--- src/rtl/reg_file_mp.sv ---
// Multi-port register file: NR combinational read ports, two prioritised write ports,
// hardwired zero register, two snoop taps and a clear sweep. Option macro: REG_FILE_BYPASS_EN.
module reg_file_mp #(
  parameter int W        = 8,
  parameter int D        = 4,
  parameter int NR       = 2,
  parameter int ZERO_REG = 15,
  parameter int SNOOP0   = 13,
  parameter int SNOOP1   = 14
) (
  input  logic            clk,
  input  logic            reset,
  input  logic            we0,
  input  logic [D-1:0]    waddr0,
  input  logic [W-1:0]    wdata0,
  input  logic            we1,
  input  logic [D-1:0]    waddr1,
  input  logic [W-1:0]    wdata1,
  input  logic [NR*D-1:0] raddr,
  output logic [NR*W-1:0] rdata,
  input  logic            clear_req,
  output logic            clear_busy,
  output logic            clear_done,
  output logic [W-1:0]    data_snoop0,
  output logic [W-1:0]    data_snoop1
);
  localparam int           N    = 2**D;
  localparam logic [D-1:0] ZR   = D'(ZERO_REG);
  localparam logic [D-1:0] LAST = D'(N - 1);

  // IDLE: waiting for clear_req | SWEEP: zeroing entry idx_q this cycle
  typedef enum logic {IDLE = 1'b0, SWEEP = 1'b1} state_t;

  state_t       state_q, state_d;
  logic [D-1:0] idx_q, idx_d;
  logic         done_q, done_d;
  logic         sweep_we;
  logic [W-1:0] mem_q [N];

  always_ff @(posedge clk or posedge reset) begin
    if (reset) begin
      state_q <= IDLE;
      idx_q   <= '0;
      done_q  <= 1'b0;
    end else begin
      state_q <= state_d;
      idx_q   <= idx_d;
      done_q  <= done_d;
    end
  end

  always_comb begin
    state_d  = state_q;
    idx_d    = idx_q;
    done_d   = 1'b0;
    sweep_we = 1'b0;
    case (state_q)
      IDLE: begin
        if (clear_req) begin
          state_d = SWEEP;
          idx_d   = '0;
        end
      end
      SWEEP: begin
        sweep_we = 1'b1;
        idx_d    = idx_q + 1'b1;
        if (idx_q == LAST) begin
          state_d = IDLE;
          done_d  = 1'b1;
        end
      end
      default: state_d = IDLE;
    endcase
  end

  assign clear_busy = (state_q == SWEEP);
  assign clear_done = done_q;

  // The zero register is never written, so it holds its reset value forever.
  always_ff @(posedge clk or posedge reset) begin
    if (reset) begin
      for (int i = 0; i < N; i++) mem_q[i] <= '0;
    end else begin
      for (int i = 0; i < N; i++) begin
        if (i != ZERO_REG) begin
          if (we1 && waddr1 == D'(i))               mem_q[i] <= wdata1;
          else if (we0 && waddr0 == D'(i))          mem_q[i] <= wdata0;
          else if (sweep_we && idx_q == D'(i))      mem_q[i] <= '0;
        end
      end
    end
  end

  for (genvar k = 0; k < NR; k++) begin : g_rd
    logic [D-1:0] ra;
    logic [W-1:0] rd;
    assign ra = raddr[k*D +: D];
    always_comb begin
      rd = mem_q[ra];
      if (ra == ZR) rd = '0;
`ifdef REG_FILE_BYPASS_EN
      else if (we1 && ra == waddr1) rd = wdata1;
      else if (we0 && ra == waddr0) rd = wdata0;
`endif
    end
    assign rdata[k*W +: W] = rd;
  end

  assign data_snoop0 = mem_q[SNOOP0];
  assign data_snoop1 = mem_q[SNOOP1];

endmodule

--- config.mk ---
export PLATFORM = sky130hd
export DESIGN_NAME = reg_file_mp
export DESIGN_NICKNAME = d
export VERILOG_FILES = /design/src/rtl/reg_file_mp.sv
export SDC_FILE = /design/constraint.sdc
export NUM_CORES = 1
export LEC_CHECK = 0
export CORE_MARGIN = 2
export CORE_UTILIZATION = 48
export DETAILED_ROUTE_END_ITERATION = 10
export GPL_ROUTABILITY_DRIVEN = 0
export PLACE_DENSITY_LB_ADDON = 0.15
export REMOVE_ABC_BUFFERS = 1
export SKIP_CTS_REPAIR_TIMING = 1
export SLEW_MARGIN = 30
export SYNTH_ARGS = -nofsm -noshare
export SYNTH_HDL_FRONTEND = slang
export SYNTH_SLANG_ARGS = --single-unit
--- constraint.sdc ---
create_clock -name clk -period 3.5 [get_ports clk]
set_input_delay 0.35 -clock clk [delete_from_list [all_inputs] [get_ports clk]]
set_output_delay 0.35 -clock clk [all_outputs]
set_load 0.01 [all_outputs]
==> results.md <==
- Seq cells post-synth: 126
- Post-DP HPWL: 21080 um
- Area after DPL: 8894 um2
- Root buf cell: clkbuf_16
- Final slew viol count: 0
- Post-Syn Area per Cell: 10.07 um2
- Final setup fails: 0
- Fin nets: 873
- Static leakage: 0.003840 uW
- Die ar.: 17980 um2
- Post-Syn Area: 8124 um2
- Status: complete, no violations
- CP endpoint: rdata[7]
- Tot Pwr: 7597 uW
- Worst vdd ir: 0.0005589 V
- CTS Buf Count: 17
- First-pass GRT wire length: 46930 um
- Commonest non-fill, non-tap cell in the layout: dfrtp_1
- Port Buf Inserts: 70
- Via count: 7826
- CTS H-tree lvls: 4
- Final worst-path cycle share: 91.83%
- Initial antenna violation count: 0
- Crit path launch: raddr[3]
- Number of flops mapped to enable cells by yosys: 0
- Gate count after technology mapping: 807
- WHS: 0.4135 ns
- Slew of the pin with the lowest slew margin: 1.000 ns
- Final std cells w/o fill: 1065
- Switching pwr: 2732 uW
- Cells on worst reg2reg path: 6
- GRT overflow: 0
- YS warnings: 8
- Critical Path End Type: output pin
- Vias in the first global route: 7513
- Clock power share: 27.3%
- CTS Buffer Depth: 2
- Ant diodes: 0
- Fmax: 0.3111 GHz
- Final Cell Area: 9583 um2
- Switching share of total power: 35.96%
- CP Max Fanout: 16
- Power Density: 792.7 nW/um2
- Async S/R FF share, synth: 100.0%
- Reg clk slew, reported paths: 0.06 ns
- Slew margin rel.: 33.18%
- Skew-Pair Late Insertion Delay: 0.43 ns
- Die height: 134.1 um
- # IOs: 71
- Share of layout cells above drive strength 1: 14.56%
- Worst path arrival time: 2.86 ns
- TritonCTS clock tree: done
- Clock sinks: 126
- WL/cell: 28.78 um
- Initial Util: 48.99%
- DRT iter0 DRCs: 1123
- Clk_skew: 0.006904 ns
- GR Util All Layers: 35.00%
- RSZ-0062 raised after global routing: no
- # placed instances: 1033
- Remaining antenna violation count: 0
- Synth-to-layout area growth: 17.96%
- Setup crit start kind: input pin
- Routed wire length: 30650 um
- Final worst path period need: 3.214 ns
- R2R Setup Slk: 1.34 ns
- Die W: 134.1 um
- Main synth FF type: dfrtp_1
- Yosys cell types: 40
- Worst EP required: 3.15 ns
- Via density: 7.348
- Kind of critical path: in -> out
- Remaining DRCs: 0
- Sequential share of the synthesized area: 38.81%
- DRT Pass-1 Iters: 8
- Reg2reg end: data_snoop1[3]
- Sequential Power Share: 38.4%
- Largest net degree at the start of global routing: 56
- # rows: 47
- Internal Pwr Total: 4865 uW
- Final hold vios: 0
- Hold Crit Class: in -> async
- Core area: 16580 um2
- Worst r2r src: idx_q[0]
- Comb power frac: 34.3%
- Most frequent cells in the layout: dfrtp_1 (126), nor3_1 (124), a221o_1 (104)
- Max_cap viols: 0
layer usage:
metal,global-route usage [%],share of wire (%),vias to the layer above
li1,-,-,3227
met1,47.84,38,3837
met2,51.99,44,653
met3,10.81,13,109
met4,14.56,4.4,0
met5,0,0,-
through the flow:
stage | utilization [%] | setup TNS, ns | setup WS, ns
2_1_floorplan | - | -25.95 | -0.2059
3_3_place_gp | 53.63 | 0 | 0.3979
3_5_place_dp | 53.63 | 0 | 0.4337
4_1_cts | 57.79 | 0 | 0.3904
5_1_grt | 57.79 | 0 | 0.2427
6_report | 57.79 | 0 | 0.2859
kinds of logic after synthesis:
| kind of cell | count (synthesis) | share of synthesized area, % |
|---|---|---|
| simple gates | 271 | 16.34 |
| compound gates | 202 | 22.21 |
| flops | 126 | 38.81 |
| buf+inv | 121 | 6.869 |
| mux | 82 | 15.05 |
| fa+ha+maj | 4 | 0.6161 |
| xor+xnor | 1 | 0.1078 |
critical path, stage by stage:
cell,delay [ns]
clkdlybuf4s50_1,0.76
a221oi_1,0.68
o21ai_0,0.23
a21oi_1,0.27
clkdlybuf4s50_1,0.58
registers in the layout (all words and copies together) (netlist names):
| signal | count |
|---|---|
| clear_busy | 1 |
| clear_done | 1 |
| data_snoop0 | 8 |
| data_snoop1 | 8 |
| idx_q | 4 |
| mem_q | 104 |
final cells by class:
| cell class | instances | area [um2] |
|---|---|---|
| Timing Repair Buffer | 98 | 925.9 |
| Tap cell | 220 | 275.3 |
| Multi-Input combinational cell | 560 | 4428 |
| Sequential cell | 126 | 3153 |
| Fill cell | 1419 | 7000 |
| Clock buffer | 19 | 452.9 |
| Inverter | 29 | 111.4 |
| Clock inverter | 13 | 236.5 |
worst min path at each step:
stage,end,slack (ns),cells after the start
CTS,data_snoop0[4],0.42,2
detailed placement,mem_q[55],0.52,1
floorplan,idx_q[1],0.44,1
finish,data_snoop0[4],0.41,2
global placement,mem_q[69],0.51,1
global route,data_snoop0[4],0.48,2
Yosys cell counts (all sizes together), types with 2 or more instances:
master | number | share of area [%]
or3b | 2 | 0.22
o21ai | 17 | 1.0
buf | 51 | 3.6
ha | 4 | 0.62
a211oi | 13 | 1.8
mux4 | 32 | 8.9
a221o | 104 | 13
a21oi | 17 | 1.0
nor2b | 4 | 0.31
a221oi | 16 | 1.7
mux2i | 49 | 6.0
nand3 | 19 | 1.2
nand3b | 3 | 0.28
nand2b | 7 | 0.54
a211o | 2 | 0.22
dfrtp | 126 | 39
nor2 | 29 | 1.8
nand2 | 73 | 3.4
clkbuf | 41 | 1.9
inv | 29 | 1.3
nor3 | 128 | 8.1
o221ai | 32 | 3.4
power groups by stage:
stage | Sequential, uW | Clock, uW | Combinational, uW
3_5_place_dp | 2880 | 0 | 2550
6_report | 2920 | 2070 | 2600
4_1_cts | 2860 | 2070 | 2560
2_1_floorplan | 2590 | 0 | 1580
3_3_place_gp | 2840 | 0 | 2510
5_1_grt | 2970 | 2150 | 2760
Power figures use the tool's default switching activity.
